<file path="src/rtl/bus_rx_fifo_pkg.sv">
// bus_rx_fifo_pkg: shared sizing for the bus receive FIFO
package bus_rx_fifo_pkg;
  localparam int BUS_W = 8;
  localparam int RX_FIFO_DEPTH = 4;
  localparam int RX_FIFO_AW = 2;
endpackage

</file>
<file path="src/rtl/bus_rx_fifo_rx_ptr.sv">
// rx_ptr: AW-bit wrapping pointer with increment enable
module rx_ptr #(
  parameter int AW = 2
) (
  input  logic          clk,
  input  logic          rst_n,
  input  logic          inc,
  output logic [AW-1:0] ptr
);
  logic [AW-1:0] ptr_q, ptr_d;
  always_comb ptr_d = inc ? ptr_q + AW'(1) : ptr_q;
  always_ff @(posedge clk or negedge rst_n)
    if (!rst_n) ptr_q <= '0;
    else ptr_q <= ptr_d;
  assign ptr = ptr_q;
endmodule

</file>
<file path="src/rtl/bus_rx_fifo.sv">
// bus_rx_fifo: captures strobed bus bytes into a show-ahead FIFO with sticky overflow
module bus_rx_fifo
  import bus_rx_fifo_pkg::*;
#(
  parameter int WIDTH = BUS_W,
  parameter int DEPTH = RX_FIFO_DEPTH,
  localparam int AW = $clog2(DEPTH)
) (
  input  logic             clk,
  input  logic             rst_n,
  input  logic [WIDTH-1:0] bus_data,
  input  logic             bus_ld,
  output logic [WIDTH-1:0] out_data,
  output logic             out_valid,
  input  logic             out_ready,
  output logic             full,
  output logic             empty,
  output logic [AW:0]      count,
  output logic             overflow,
  input  logic             clr_ovf
);
  logic [WIDTH-1:0] mem_q [DEPTH];
  logic [AW-1:0] wr_ptr, rd_ptr;
  logic [AW:0] count_q, count_d;
  logic ovf_q, ovf_d, push, pop;
  assign empty = count_q == '0;
  assign full = count_q == (AW+1)'(DEPTH);
  assign out_valid = ~empty;
  assign count = count_q;
  assign overflow = ovf_q;
  assign out_data = out_valid ? mem_q[rd_ptr] : '0;
  assign pop = out_valid & out_ready;
  assign push = bus_ld & (~full | pop);
  always_comb begin
    count_d = (push & ~pop) ? count_q + (AW+1)'(1) : (pop & ~push) ? count_q - (AW+1)'(1) : count_q;
    ovf_d = (bus_ld & full & ~pop) | (ovf_q & ~clr_ovf);
  end
  always_ff @(posedge clk or negedge rst_n)
    if (!rst_n) begin
      count_q <= '0;
      ovf_q <= 1'b0;
    end else begin
      count_q <= count_d;
      ovf_q <= ovf_d;
    end
  // storage is deliberately left unreset; out_data masks it while empty
  always_ff @(posedge clk)
    if (push) mem_q[wr_ptr] <= bus_data;
  rx_ptr #(.AW(AW)) u_wr (.clk(clk), .rst_n(rst_n), .inc(push), .ptr(wr_ptr));
  rx_ptr #(.AW(AW)) u_rd (.clk(clk), .rst_n(rst_n), .inc(pop), .ptr(rd_ptr));
endmodule
</file>
<file path="config.mk">
export PLATFORM = sky130hd
export DESIGN_NAME = bus_rx_fifo
export DESIGN_NICKNAME = d
export VERILOG_FILES = /design/src/rtl/bus_rx_fifo_pkg.sv /design/src/rtl/bus_rx_fifo_rx_ptr.sv /design/src/rtl/bus_rx_fifo.sv
export SDC_FILE = /design/constraint.sdc
export NUM_CORES = 1
export LEC_CHECK = 0
export ABC_AREA = 1
export BUFFER_PORTS_ARGS = -buffer_cell sky130_fd_sc_hd__buf_2
export CORE_ASPECT_RATIO = 0.75
export CORE_MARGIN = 2
export CORE_UTILIZATION = 35
export CTS_CLUSTER_DIAMETER = 200
export DETAILED_ROUTE_END_ITERATION = 10
export GPL_ROUTABILITY_DRIVEN = 0
export SLEW_MARGIN = 20
export SYNTH_ARGS = -nofsm -noshare
export SYNTH_HDL_FRONTEND = slang
export SYNTH_SLANG_ARGS = --single-unit
</file>
<file path="constraint.sdc">
create_clock -name clk -period 1.9 [get_ports clk]
set_input_delay 0.38 -clock clk [delete_from_list [all_inputs] [get_ports clk]]
set_output_delay 0.38 -clock clk [all_outputs]
set_load 0.02 [all_outputs]
</file>
==> results by group, run 1 <==
Logic synthesis
  • Post-synthesis sequential area ratio: 61.5%
  • Post-Synthesis Cells: 188
  • #FFs+latches synth: 40
  • Area fraction of the dominant cell type after synthesis: 50.9%
  • Top cells by area, synth: edfxtp_1 51%, dfrtp_1 11%, inv_1 9.3%
  • Synth warn: 0
  • Post-Syn Nets: 207
  • Synth Cell Area: 1890 um2
  • Area share of and/or/nand/nor cells after synthesis: 18.1%
  • Compound-cell area share of the yosys netlist: 2.72%
  • Syn avg cell area: 10.0 um2
  • Distinct cells, synth: 22
  • Combinational family with the most area after synthesis: simple AND/OR/NAND/NOR gates
  • Synth Area in Adders: 4.37%
  • Leading area contributor after synthesis: edfxtp_1
  • Post-synthesis mux area share: 0%
  • Xor and xnor area share after synthesis: 0.928%

Placed design
  • Placed cells: 295
  • DPL Wire Length: 2390 um
  • Buffers on Ports: 27
  • Pre-CTS setup slack: 0.0832 ns

Pwr
  • P_leak: 1.11 nW
  • Max rail drop VDD: 0.000628 V
  • Pwr Density: 1560 nW/um2

Outcome
  • Status: finished, final reports clean

Worst setup path
  • CP arrival: 1.40 ns
  • Critical path's most frequent cell: buf_4
  • CP required: 1.52 ns
  • CP max stage delay: 0.40 ns
  • Critical Path Start Type: flop
  • Critical path class: reg2out
  • Crit-path slowest cell: dfrtp_2
  • Crit. End Element: output port
  • Crit Path Max Fanout: 15
  • Cells along the critical path: buf_4 -> nand2_1 -> nand3_1 -> a21oi_2 -> buf_4

Clock tree
  • Clk_lat worst skew: 0.28 ns
  • H-tree lvl count: 2
  • CTS buffer count: 5
  • Worst-path clk slew: 0.07 ns
  • Clock Tree Buf Depth: 2
  • TritonCTS Sinks: 40
  • Clk root buf: clkbuf_8
  • CTS tree: done

Finish
  • Filler cells: 492
  • # diodes: 0
  • Fin cells: 309
  • Layout cell share with drive strength beyond 1: 26.1%
  • Final nets: 252
  • Synth-to-Final Area Change: 22.7%
  • Commonest cells after routing, fill and taps aside: 45 x inv_1, 45 x nand2_1, 32 x edfxtp_1, 26 x buf_2, 19 x nand3_1
  • Layout Utilization: 44.0%

GRT
  • Antenna violations before repair: 0
  • Gr usage total: 13.2%
  • Vias in the first global route: 1,159
  • Pin count of the biggest net entering global routing: 18
  • First-pass GRT wire length: 5730 um
  • Total grt overflow: 0

Timing
  • Fmax: 562 MHz
  • Max Slew Vio Count: 0
  • Final Skew: 0.00558 ns
  • Crit path time final: 1.78 ns
  • Hold slack final: 0.277 ns
  • # setup viols final: 0
  • Worst-Margin Slew: 0.221 ns
  • Slew headroom: 85.2%
  • Unrepaired setup endpoints after global routing: true
  • Setup TNS: 0 ns
  • Final Hold Fails: 0
  • Worst setup margin: 0.120 ns
  • Fin crit share: 93.7%

Floorplan
  • Core Area: 5270 um2
  • Die Y: 67.6 um
  • Die area: 6000 um2
  • Initial core utilization: 35.9%
  • Row count: 23
  • # IOs: 28
  • Die Wd: 88.8 um

Route
  • Via/cell ratio: 4.17
  • Via count: 1,289
  • Wire length per cell: 11.5 um
  • Drt drc: 0
  • DR iter-0 viols: 107
  • DRT antenna net count: 0
  • Count of TritonRoute iterations in the first routing pass: 4
  • DRT Wirelength: 3540 um

Hold path
  • HP Class: in2reg

Job
  • Max capacitance violation total: 0
==> state kept, by name (all words and copies together), names as in the netlist <==
name,flops
mem_q,32
overflow,1
u_rd.ptr,2
u_wr.ptr,2
count,3
==> final timing paths <==
path / startpoint / depth (start not counted) / to / slack, ns
hold / removal: clr_ovf / 2 / overflow / 0.28
hold reg to reg: overflow / 2 / overflow / 0.54
min in group asynchronous: rst_n / 2 / count[1] / 0.47
max in group asynchronous: rst_n / 2 / u_rd.ptr[0] / 1.25
setup / recovery: u_rd.ptr[0] / 5 / out_data[1] / 0.12
setup reg to reg: count[0] / 9 / count[1] / 0.15
==> Yosys cell counts (all sizes together) <==
master  count
a21oi       8
nor3        1
clkbuf      1
nand2      49
fa          1
inv        49
o21ai       1
o22ai       1
nand3      21
edfxtp     32
nand4       1
buf         3
dfrtp       8
xnor2       2
ha          5
nor2        5
==> layout make-up <==
cell class	instances	area, um2	area share (%)
clock buffers	5	68.8	2.97
clock inverters	3	37.5	1.62
inverters	49	193	8.32
multi-input cells	95	507	21.9
flip-flops and latches	40	1160	50.2
well taps	75	93.8	4.05
repair buffers	42	253	10.9
==> cell families after synthesis <==
kind of cell	count (synthesis)
XOR/XNOR	2
AO/OA/AOI/OAI	10
adder cells (fa/ha/maj)	6
AND/OR/NAND/NOR	77
buffers and inverters	53
flip-flops	40
==> where the power goes <==
| group | switching [mW] | internal [mW] |
|---|---|---|
| combinational | 1.07 | 0.618 |
| clock | 0.273 | 0.382 |
| sequential | 0.109 | 1.16 |
| total | 1.46 | 2.16 |
==> per-layer routing <==
layer | vias up | part of all wire, % | track usage [%]
met3 | 7 | 5.0 | 2.69
met4 | 0 | 1.8 | 5.68
met5 | - | 0 | 0
met2 | 27 | 45 | 20.1
li1 | 674 | - | -
met1 | 581 | 48 | 18.3
==> metrics by stage <==
step	power (mW)	instance area, um2
after global routing	3.91	2320
after detailed placement	2.87	2140
after CTS	3.56	2270
final	3.62	2320
after floorplan	2.41	1890
after global placement	2.84	2140
==> critical path: cells and delay by family (launching register included) <==
kind                   cells  cell delay [ns]
AO/OA/AOI/OAI              1             0.18
buffers and inverters      2             0.35
flip-flops                 1             0.40
AND/OR/NAND/NOR            2             0.18
==> what timing repair did <==
item,CTS,global route
gates resized for setup,3,4
gates cloned,0,0
endpoints found under the hold margin,8,0
buffers inserted,0,5
hold buffers,1,0
endpoints found under the setup margin,2,9
pin swaps,0,1
(Power assumes the default switching activity.)
==> inputs of run 2 (changes only) <==
- PLACE_DENSITY_LB_ADDON: not set -> 0.3
==> run 2 against run 1 <==
Against the previous run: register-to-register slack worse by 0.03 ns; critical endpoint is now out_data[2]; core utilization is 0.29 points lower; clock skew is 0.0017 ns higher; setup slack worse by 0.047 ns; largest power group unchanged.
==> results by group, run 2 (synthesis results as in run 1) <==
Outcome
  • Status: finished, final reports clean

Finish
  • Register Area: 1160 um2
  • Commonest cells after routing, fill and taps aside: 46 x inv_1, 45 x nand2_1, 32 x edfxtp_1, 24 x buf_2, 19 x nand3_1
  • Final nets: 248
  • # diodes: 0
  • Post-route cell area: 2300 um2
  • Most flop-heavy register: mem_q
  • Layout cell share with drive strength beyond 1: 26.1%
  • Filler cells: 516
  • Multi-input logic area: 510 um2
  • Most common cell after layout, fill and taps aside: inv_1
  • Largest register FFs: 32
  • Synth-to-Final Area Change: 21.9%

Timing
  • Worst setup margin: 0.0732 ns
  • Slew headroom: 84.7%
  • Fmax: 547 MHz
  • Final Hold Fails: 0
  • Worst-Margin Slew: 0.229 ns
  • Crit path time final: 1.83 ns
  • # setup viols final: 0
  • Max Slew Vio Count: 0
  • Final Skew: 0.00726 ns
  • Fin crit share: 96.1%

Clock tree
  • Clk root buf: clkbuf_8
  • CTS buffer count: 5
  • Worst-path clk slew: 0.08 ns
  • TritonCTS Sinks: 40
  • H-tree lvl count: 2
  • Clk_lat worst skew: 0.29 ns
  • Clock Tree Buf Depth: 2
  • CTS tree: done

Pwr
  • Max rail drop VDD: 0.000557 V
  • P_leak: 1.10 nW
  • Pwr Density: 1570 nW/um2

Floorplan
  • Die area: 6000 um2
  • Initial core utilization: 35.9%
  • # IOs: 28
  • Die Wd: 88.8 um
  • Row count: 23
  • Die Y: 67.6 um
  • Core Area: 5270 um2

Route
  • DRT antenna net count: 0
  • DRT Wirelength: 3510 um
  • Drt drc: 0
  • Via/cell ratio: 4.14
  • DR iter-0 viols: 35
  • Via count: 1,262
  • Wire length per cell: 11.5 um
  • Count of TritonRoute iterations in the first routing pass: 4

Worst setup path
  • Critical Path Start Type: flop
  • CP arrival: 1.45 ns
  • Worst R2R Start: count[0]
  • Worst reg-to-reg setup slack: 0.12 ns
  • Crit. End Element: output port
  • Crit Path Max Fanout: 8
  • Critical path's most frequent cell: buf_4
  • R2r endpoint: count[1]
  • CP required: 1.52 ns
  • Reg2Reg Depth: 9
  • CP max stage delay: 0.48 ns
  • Crit-path slowest cell: dfrtp_2
  • CP endpoint: out_data[2]
  • Critical path class: reg2out
  • CP startpoint: u_rd.ptr[0]
  • Cells along the critical path: buf_4 -> nand2_1 -> nand3_1 -> a21oi_2 -> buf_4

Job
  • Max capacitance violation total: 0

Hold path
  • Hold depth: 2
  • HP Class: in2reg

GRT
  • First-pass GRT wire length: 5400 um
  • Pin count of the biggest net entering global routing: 18
  • Total grt overflow: 0
  • Gr usage total: 12.8%
  • Vias in the first global route: 1,088
  • Antenna violations before repair: 0

Placed design
  • Buffers on Ports: 27
  • Pre-CTS setup slack: 0.0651 ns
  • Cell Area, Placed: 2140 um2
  • DPL Wire Length: 2410 um
[run 2: area by class of cell]
| type | instances | share of cell area [%] |
|---|---|---|
| clock buffers | 5 | 2.99 |
| clock inverters | 3 | 1.85 |
| inverters | 49 | 8.37 |
| multi-input cells | 95 | 22.2 |
| flip-flops and latches | 40 | 50.6 |
| well taps | 75 | 4.08 |
| repair buffers | 38 | 9.90 |
[run 2: what timing repair did]
item | CTS | global route
endpoints found under the setup margin | 1 | 5
resized for setup | 1 | 9
endpoints found under the hold margin | 8 | 0
setup buffers | 0 | 1
hold buffers | 1 | 0
[run 2: report_power, final]
| part | internal, mW | switching [mW] | total, mW | leakage (nW) |
|---|---|---|---|---|
| clock network | 0.388 | 0.294 | 0.683 | 0.0541 |
| logic | 0.595 | 1.03 | 1.63 | 0.655 |
| registers | 1.16 | 0.135 | 1.30 | 0.389 |
[run 2: routing by layer]
layer,vias to the layer above,GRT usage (%),part of all wire (%)
met5,-,0,0
met4,0,5.11,0.54
met3,3,3.30,4.0
met2,26,20.0,46
met1,569,17.1,49
li1,664,-,-
[run 2: metrics by stage]
step | instances | hold WS, ns | power (mW) | TNS (ns) | utilization, %
after detailed placement | 295 | 0.236 | 2.85 | 0 | 40.7
after CTS | 304 | 0.277 | 3.54 | 0 | 43.0
after global routing | 305 | 0.281 | 3.88 | -0.00494 | 43.7
final | 305 | 0.282 | 3.61 | 0 | 43.7
after global placement | 295 | 0.238 | 2.84 | 0 | 40.7
after floorplan | 188 | 0.0844 | 2.41 | 0 | -
[run 2: critical path, delay by kind of cell (launching register included)]
| kind | cells | cell delay, ns |
|---|---|---|
| flops | 1 | 0.48 |
| buf+inv | 2 | 0.35 |
| simple gates | 2 | 0.16 |
| compound gates | 1 | 0.17 |
[run 2: worst min-delay path by stage]
stage | from | to | slack [ns]
final | clr_ovf | overflow | 0.28
after global routing | clr_ovf | overflow | 0.28
after CTS | clr_ovf | overflow | 0.28
after detailed placement | rst_n | count[1] | 0.24
after global placement | rst_n | overflow | 0.24
after floorplan | rst_n | count[0] | 0.08
